File: config.mk
export PLATFORM = sky130hd
export DESIGN_NAME = led_scan_drv_flat
export DESIGN_NICKNAME = d
export VERILOG_FILES = /design/src/rtl/led_scan_drv_pkg.sv /design/src/rtl/led_scan_drv_if.sv /design/src/rtl/led_scan_drv_timer.sv /design/src/rtl/led_scan_drv.sv /design/src/flat_wrapper.sv
export SDC_FILE = /design/constraint.sdc
export NUM_CORES = 1
export LEC_CHECK = 0
export ABC_CLOCK_PERIOD_IN_PS = 2000
export CAP_MARGIN = 20
export CORE_MARGIN = 3
export CORE_UTILIZATION = 49
export DETAILED_ROUTE_END_ITERATION = 10
export GPL_ROUTABILITY_DRIVEN = 0
export PLACE_DENSITY = 0.73
export REMOVE_ABC_BUFFERS = 1
export SETUP_SLACK_MARGIN = 0.5
export SLEW_MARGIN = 15
export SYNTH_ARGS = -nofsm -noshare
export SYNTH_HDL_FRONTEND = slang
export SYNTH_SLANG_ARGS = --single-unit
export TNS_END_PERCENT = 30
File: constraint.sdc
create_clock -name CK_i -period 2 [get_ports CK_i]
set_input_delay 0.5 -clock CK_i [delete_from_list [all_inputs] [get_ports CK_i]]
set_output_delay 0.5 -clock CK_i [all_outputs]
set_load 0.005 [all_outputs]
File: src/rtl/led_scan_drv_pkg.sv
// rtl/led_scan_drv_pkg.sv - shared constants, FSM encoding and width helper for the LED scan driver
package led_scan_pkg;

  localparam int C_PWM_W = 4;

  typedef enum logic {
    ST_BLANK = 1'b0,
    ST_ON    = 1'b1
  } scan_state_t;

  // Minimum 1 so single-row/column builds still get a legal vector width.
  function automatic int log2_ceil(input int v);
    int r;
    r = 1;
    while ((1 << r) < v) r++;
    return r;
  endfunction

endpackage

File: src/rtl/led_scan_drv_if.sv
// rtl/led_scan_drv_if.sv - game-core side and pin side signals of the LED scan driver
interface led_scan_drv_if
  import led_scan_pkg::*;
#(
  parameter int C_ROW_N = 3,
  parameter int C_COL_N = 6
);

  logic                         EN_i;
  logic [C_ROW_N*C_COL_N-1:0]   LEDs_ON_i;
  logic [C_PWM_W-1:0]           BRIGHT_i;
  logic [C_ROW_N-1:0]           ROWs_o;
  logic [C_COL_N-1:0]           COLs_o;
  logic                         FRAME_o;

  modport master (
    output EN_i, LEDs_ON_i, BRIGHT_i,
    input  ROWs_o, COLs_o, FRAME_o
  );

  modport slave (
    input  EN_i, LEDs_ON_i, BRIGHT_i,
    output ROWs_o, COLs_o, FRAME_o
  );

endinterface

File: src/rtl/led_scan_drv_timer.sv
// rtl/led_scan_drv_timer.sv - slot/row counters, blank/on FSM, PWM counter and frame-start strobe
module led_scan_timer
  import led_scan_pkg::*;
#(
  parameter  int C_ROW_N   = 3,
  parameter  int C_DWELL_N = 45_000,
  parameter  int C_BLANK_N = 512,
  localparam int C_ROW_W   = log2_ceil(C_ROW_N),
  localparam int C_SLOT_W  = log2_ceil(C_DWELL_N)
) (
  input  logic               clk,
  input  logic               rst,
  input  logic               en,
  output logic [C_ROW_W-1:0] row_idx,
  output logic               on,
  output logic [C_PWM_W-1:0] pwm_ctr,
  output logic               frame_stb
);

  localparam logic [C_SLOT_W-1:0] SLOT_LAST  = C_SLOT_W'(C_DWELL_N - 1);
  localparam logic [C_SLOT_W-1:0] BLANK_LAST = C_SLOT_W'(C_BLANK_N - 1);
  localparam logic [C_ROW_W-1:0]  ROW_LAST   = C_ROW_W'(C_ROW_N - 1);

  logic [C_SLOT_W-1:0] slot_ctr;
  scan_state_t         state;

  always_ff @(posedge clk or posedge rst) begin
    if (rst) begin
      slot_ctr <= '0;
      row_idx  <= '0;
      pwm_ctr  <= '0;
      state    <= ST_BLANK;
    end else if (!en) begin
      slot_ctr <= '0;
      row_idx  <= '0;
      pwm_ctr  <= '0;
      state    <= ST_BLANK;
    end else begin
      if (slot_ctr == SLOT_LAST) begin
        slot_ctr <= '0;
        row_idx  <= (row_idx == ROW_LAST) ? '0 : row_idx + 1'b1;
        state    <= ST_BLANK;
      end else begin
        slot_ctr <= slot_ctr + 1'b1;
        if (slot_ctr == BLANK_LAST) state <= ST_ON;
      end
      // Held at zero through the blank window so every ON window starts at PWM phase 0.
      pwm_ctr <= (state == ST_ON) ? pwm_ctr + 1'b1 : '0;
    end
  end

  assign on        = (state == ST_ON);
  assign frame_stb = en && (row_idx == '0) && (slot_ctr == '0);

endmodule

File: src/rtl/led_scan_drv.sv
// rtl/led_scan_drv.sv - 3x6 multiplexed LED matrix driver with blanking, PWM and per-frame snapshot
module led_scan_drv
  import led_scan_pkg::*;
#(
  parameter int C_F_CK    = 135_000_000,
  parameter int C_ROW_N   = 3,
  parameter int C_COL_N   = 6,
  parameter int C_DWELL_N = 45_000,
  parameter int C_BLANK_N = 512
) (
  input  logic          CK_i,
  input  logic          ARST_i,
  led_scan_drv_if.slave bus
);

  localparam int C_ROW_W = log2_ceil(C_ROW_N);

  if (C_F_CK <= 0 || C_BLANK_N < 1 || C_DWELL_N < C_BLANK_N + 16) begin : g_cfg_err
    $error("led_scan_drv: illegal clock/dwell/blank configuration");
  end

  logic [C_ROW_W-1:0]         row_idx;
  logic                       on;
  logic [C_PWM_W-1:0]         pwm_ctr;
  logic                       frame_stb;

  logic [C_ROW_N*C_COL_N-1:0] snap;
  logic [C_PWM_W-1:0]         snap_br;
  logic [C_ROW_N-1:0]         rows_q;
  logic [C_COL_N-1:0]         cols_q;
  logic                       frame_q;

  led_scan_timer #(
    .C_ROW_N   (C_ROW_N),
    .C_DWELL_N (C_DWELL_N),
    .C_BLANK_N (C_BLANK_N)
  ) u_timer (
    .clk       (CK_i),
    .rst       (ARST_i),
    .en        (bus.EN_i),
    .row_idx   (row_idx),
    .on        (on),
    .pwm_ctr   (pwm_ctr),
    .frame_stb (frame_stb)
  );

  always_ff @(posedge CK_i or posedge ARST_i) begin
    if (ARST_i) begin
      snap    <= '0;
      snap_br <= '0;
      rows_q  <= '0;
      cols_q  <= '0;
      frame_q <= 1'b0;
    end else begin
      frame_q <= frame_stb;
      if (frame_stb) begin
        snap    <= bus.LEDs_ON_i;
        snap_br <= bus.BRIGHT_i;
      end
      // Gating with EN here darkens the pins on the very next cycle after EN drops.
      if (bus.EN_i && on) begin
        rows_q <= C_ROW_N'(1) << row_idx;
        cols_q <= snap[int'(row_idx)*C_COL_N +: C_COL_N] & {C_COL_N{pwm_ctr <= snap_br}};
      end else begin
        rows_q <= '0;
        cols_q <= '0;
      end
    end
  end

  assign bus.ROWs_o  = rows_q;
  assign bus.COLs_o  = cols_q;
  assign bus.FRAME_o = frame_q;

endmodule

File: src/flat_wrapper.sv
// flat-port wrapper written by rule: the top's interface ports become plain ports
module led_scan_drv_flat import led_scan_pkg::*;
#(
  parameter int C_F_CK    = 135_000_000,
  parameter int C_ROW_N   = 3,
  parameter int C_COL_N   = 6,
  parameter int C_DWELL_N = 45_000,
  parameter int C_BLANK_N = 512
)
  (CK_i, ARST_i, bus_EN_i, bus_LEDs_ON_i, bus_BRIGHT_i, bus_ROWs_o, bus_COLs_o, bus_FRAME_o);
  led_scan_drv_if #(.C_ROW_N(C_ROW_N), .C_COL_N(C_COL_N)) bus_i ();
  input  logic CK_i;
  input  logic ARST_i;
  input wire logic [$bits(bus_i.EN_i)-1:0] bus_EN_i;
  input wire logic [$bits(bus_i.LEDs_ON_i)-1:0] bus_LEDs_ON_i;
  input wire logic [$bits(bus_i.BRIGHT_i)-1:0] bus_BRIGHT_i;
  output wire logic [$bits(bus_i.ROWs_o)-1:0] bus_ROWs_o;
  output wire logic [$bits(bus_i.COLs_o)-1:0] bus_COLs_o;
  output wire logic [$bits(bus_i.FRAME_o)-1:0] bus_FRAME_o;
  assign bus_i.EN_i = bus_EN_i;
  assign bus_i.LEDs_ON_i = bus_LEDs_ON_i;
  assign bus_i.BRIGHT_i = bus_BRIGHT_i;
  assign bus_ROWs_o = bus_i.ROWs_o;
  assign bus_COLs_o = bus_i.COLs_o;
  assign bus_FRAME_o = bus_i.FRAME_o;
  led_scan_drv #(.C_F_CK(C_F_CK), .C_ROW_N(C_ROW_N), .C_COL_N(C_COL_N), .C_DWELL_N(C_DWELL_N), .C_BLANK_N(C_BLANK_N)) u_core (.CK_i(CK_i), .ARST_i(ARST_i), .bus(bus_i));
endmodule
# After elaboration in Yosys (flattened, before gate mapping)
# Index checks and enable logic that the tools add are counted.
# W data, S select, Z words.
totals:
  ff_bits: 55
  input_bits: 25
  output_inout_bits: 10
  elab_cells: 39
classes:
  n_addsub: 3
  mul: 1
  n_lt_le_gt_ge: 1
  n_eq_ne: 5
  shifts: 2
  mux: 12
  bitwise_logic: 1
  n_reduce_logical: 5
ops:
  columns: ["operator", "n"]
  rows:
  - ["$mux W16", 2]
  - ["$shiftx A18 B32 Y6", 1]
  - ["$add A16 B1 Y16 const B", 1]
  - ["$eq A16 B16 Y1 const B", 1]
  - ["$eq A16 B9 Y1 const B", 1]
  - ["$logic_not A16 Y1", 1]
  - ["$mux W4", 2]
  - ["$and A6 B6 Y6", 1]
  - ["$mux W2", 3]
  - ["$mux W6", 1]
  - ["$add A4 B1 Y4 const B", 1]
  - ["$le A4 B4 Y1", 1]
  - ["$mul A2 B2 Y4 const B", 1]
  - ["$logic_and A1 B1 Y1", 3]
  - ["$mux W1", 3]
  - ["$mux W3", 1]
  - ["$ne A3 B1 Y1 const B", 1]
  - ["$shl A1 B2 Y3 const A", 1]
  - ["$add A2 B1 Y2 const B", 1]
  - ["$eq A2 B2 Y1 const B", 1]
  - ["$logic_not A2 Y1", 1]
  - ["$ne A2 B1 Y1 const B", 1]

# Longest topological paths before layout
depth:
  ltp_word: 4
  mapped_depth: 7
  mapped_depth_nobuf: 6

# Modules after synthesis
# Synthesis repeated with hierarchy kept, for this count alone.
unflattened:
  hier_cells: 214
  hier_area_um2: 2563.7
modules_own_cells:
  columns: ["module", "n_inst", "cells_per_inst", "area_per_inst_um2", "seq_area_each_um2"]
  rows:
  - ["led_scan_drv", 1, 100, 1383.8, 800.8]
  - ["led_scan_timer", 1, 114, 1179.9, 575.6]

# Least setup slack after synthesis
# OpenSTA, ideal clock, no wires.
synth_path:
  path_kind: "register to register"
  startpoint: "register u_core.u_timer.slot_ctr[0]"
  endpoint: "register u_core.snap[0]"
  setup_ns: 0.127
  arrival_time_ns: 1.917
  t_required_ns: 1.873
  setup_slack_ns: -0.045
  path_stages_with_launch: 7
  path_buffers: 1
  period_less_slack_ns: 2.045
  path_cell_list: "dfrtp_1 > inv_1 > ha_1 > or4b_1 > nor4_4 > buf_6 > mux2_1"
synth_via:
  elab_chain_len: 2
synth_lines:
  columns: ["item", "line", "rtl"]
  rows:
  - ["from (decl)", "led_scan_drv_timer.sv:24", "logic [C_SLOT_W-1:0] slot_ctr;"]
  - ["from (signal assigned)", "led_scan_drv_timer.sv:44", "slot_ctr <= slot_ctr + 1'b1;"]
  - ["$logic_not A16 Y1", "led_scan_drv_timer.sv:53", "assign frame_stb = en && (row_idx == '0) && (slot_ctr == '0);"]
  - ["$logic_and A1 B1 Y1", "led_scan_drv_timer.sv:53", null]
  - ["to (signal assigned)", "led_scan_drv.sv:57", "snap <= bus.LEDs_ON_i;"]
  - ["to (decl)", "led_scan_drv.sv:27", "logic [C_ROW_N*C_COL_N-1:0] snap;"]
# Every way passes these cells.
# A chain may end at the register's enable or synchronous reset.

# Worst setup path after layout
layout_path:
  startpoint: "register u_core.u_timer.slot_ctr[1]"
  endpoint: "register u_core.snap[9]"
# Same word-level chain as after synthesis.

==> impl_results.md <==
* Reg clk slew, reported paths at 100 ps
* Seq pwr share at 55.0%
* Final Skew at 11.5 ps
* Clk root buf: clkbuf_8
* Cell variety after synth at 33
* Initial antenna violation count at 0
* CTS H-tree depth at 2
* Die Area at 6070 um^2
* P_sw at 0.603 mW
* RSZ-0062 raised after global routing: yes
* Most common cell after layout, fill and taps aside: dfrtp_1
* P_leak at 1.53 nW
* WHS at 496 ps
* Sequential element share of the synthesized area at 54.3%
* CP Launch Point: u_core.u_timer.slot_ctr[1]
* Hold Path Class: flop to flop
* DIE WIDTH at 77.9 um
* Fmax at 0.508 GHz
* Slowest cell on the critical path: or4b_4
* Drt total wl at 5340 um
* Site Rows at 25
* PortBufs at 34
* Sw frac at 25.5%
* Gr usage total at 18.1%
* Worst slack at placement at -388 ps
* Combinational power share at 19.0%
* WP data arrival at 2170 ps
* First-pass GRT wire length at 8680 um
* Core box area at 4850 um^2
* Post-Layout Inst Area at 3400 um^2
* Vias in the first global route at 1870
* Number of remaining DRC errors at 0
* Met1 Wirelength at 2320 um
* Hold Vio Cnt, Final at 0
* R2r startpoint: u_core.u_timer.slot_ctr[1]
* Cell Int Power at 1.76 mW
* Die H at 77.9 um
* Clk Latency, worst-skew pair at 310 ps
* Max_cap viols at 0
* Cells after Synth at 219
* Total CTS buffers at 5
* Critical Path Source Type: flop
* Detailed placement HPWL at 3380 um
* WL per Instance at 15.3 um
* Setup TNS at 0 ps
* Layout cells sized above 1 at 23.1%
* Setup crit end kind: flop
* Clock Power Share at 25.9%
* CP max stage delay at 480 ps
* Post-Syn Area per Cell at 11.6 um^2
* Tcrit/Tclk final at 98.4%
* Yosys warning count at 0
* Met2 WL at 2690 um
* Iter 0 DRT Violations at 113
* Post-synthesis register bit count at 55
* Starting density of the core at 52.3%
* Worst slew pin tran at 458 ps
* Top sig layer: met4
* Clk buf depth at 2
* Final setup viols at 0
* Vias at 1847
* Most frequent cells in the layout: dfrtp_1 (55), nor2_1 (25), clkdlybuf4s50_1 (23), buf_4 (21), mux2_4 (13)
* Fin util at 70.1%
* Min Tclk post-route at 1970 ps
* GRT overflow at 0
* CTS tree: yes
* Worst slew margin at 69.4%
* Pwr per Cell Area at 696 nW/um^2
* Largest net degree at the start of global routing at 56
* Status: complete, no violations
* Area delta synth->final at 34.1%
* WS Path Type: flop to flop
* Final ANT Viol Nets at 0
* Post-route setup slack at 31.8 ps
* Area of placed instances at 3110 um^2
* Hold Path Origin: u_core.snap[16]
* Post-layout net count at 313
* Clk sinks at 55
* CP Max Fanout at 5
* Crit path required time at 2200 ps
* CP Cell Sequence: inv_1 > ha_1 > or4b_4 > nor4_4 > buf_6 > buf_6 > mux2_1
* First drt pass iteration count at 4
* Antenna diodes at 0
* IO Pins at 35
* Most used cell, CP: buf_6
* Worst VDD drop at 0.421 mV
* Post-synth design cell area at 2530 um^2
* Met3 WL at 233 um
* Final slew viol count at 0
* Via-per-instance ratio at 5.31
[routing by layer]
| metal | up-vias | global-route usage (%) |
|---|---|---|
| li1 | 875 | - |
| met1 | 907 | 22.7 |
| met2 | 55 | 31.7 |
| met3 | 10 | 2.90 |
| met4 | 0 | 6.29 |
| met5 | - | 0 |
[synth_stat cells]
cell type | instances | area [um^2]
dfrtp_1 | 55 | 1380
nor2_1 | 31 | 116
mux2_1 | 20 | 225
inv_1 | 12 | 45.0
xnor2_1 | 11 | 96.3
mux2i_1 | 8 | 80.1
nand3_1 | 8 | 40.0
a21oi_1 | 7 | 35.0
ha_1 | 7 | 87.6
nand4_1 | 7 | 43.8
nand2_1 | 6 | 22.5
nor3_1 | 6 | 30.0
nor4_1 | 6 | 37.5
xor2_1 | 5 | 43.8
nor2b_1 | 4 | 25.0
buf_2 | 2 | 10.0
buf_6 | 2 | 22.5
clkbuf_1 | 2 | 7.51
mux2_2 | 2 | 22.5
nor3b_1 | 2 | 15.0
nor4_4 | 2 | 42.5
or3_1 | 2 | 12.5
or4b_1 | 2 | 20.0
and2_1 | 1 | 6.26
and3_1 | 1 | 6.26
and4_1 | 1 | 8.76
buf_1 | 1 | 3.75
buf_4 | 1 | 7.51
nand2b_1 | 1 | 6.26
o21bai_1 | 1 | 7.51
o22a_1 | 1 | 8.76
o32a_1 | 1 | 10.0
or4bb_1 | 1 | 11.3
[power by group through the flow]
stage	sequential, mW	clock [mW]	combinational (mW)
5_1_grt	1.32	0.670	0.497
6_report	1.30	0.613	0.450
2_1_floorplan	1.30	0	0.213
3_3_place_gp	1.31	0	0.324
3_5_place_dp	1.32	0	0.337
4_1_cts	1.29	0.631	0.350
[logic make-up (layout without fill, tap and decap cells)]
group | Yosys count | after routing | share of synthesized area (%)
AO/OA/AOI/OAI | 10 | 10 | 2.42
XOR/XNOR | 16 | 16 | 5.53
adder cells (fa/ha/maj) | 7 | 7 | 3.46
buffers and inverters | 20 | 82 | 3.80
flip-flops | 55 | 55 | 54.3
multiplexers | 30 | 30 | 12.9
AND/OR/NAND/NOR | 81 | 81 | 17.5
[state kept, by name (all words and copies together) (netlist names)]
signal and flops:
u_core.bus.ROWs_o 3, u_core.u_timer.slot_ctr 16, u_core.u_timer.on 1, u_core.bus.COLs_o 6, u_core.u_timer.pwm_ctr 4, u_core.bus.FRAME_o 1
u_core.snap 18, u_core.snap_br 4, u_core.u_timer.row_idx 2
[final timing paths]
path	end	slack (ps)	depth (start not counted)
min	u_core.snap[16]	500	1
max reg2reg	u_core.snap[9]	30	7
max	u_core.snap[9]	30	7
min reg2reg	u_core.snap[16]	500	1
min in group asynchronous	u_core.u_timer.slot_ctr[15]	540	3
max in group asynchronous	u_core.snap[10]	1220	3
[final cells by class]
cell class	count	area, um^2
Clock buffer	5	68.8
Clock inverter	2	17.5
Fill cell	345	1450
Inverter	12	45.0
Multi-Input combinational cell	144	1170
Sequential cell	55	1380
Tap cell	67	83.8
Timing Repair Buffer	63	632
[worst max-delay path, delay by kind of cell, from the launching register on]
family                   cells  cell delay, ps
adder cells (fa/ha/maj)      1             130
buffers and inverters        3             380
flip-flops                   1             390
multiplexers                 1             330
AND/OR/NAND/NOR              2             630
[metrics by stage]
stage / power [mW] / instances
CTS: 2.28 / 343
global placement: 1.64 / 336
global route: 2.49 / 348
floorplan: 1.51 / 211
finish: 2.36 / 348
detailed placement: 1.65 / 336
[what timing repair did]
action,CTS,global route
setup buffers,0,2
cloned,0,3
resized for setup,29,16
hold buffers,0,0
pin swaps,20,2
endpoints found under the setup margin,56,47
(Power assumes the default switching activity.)
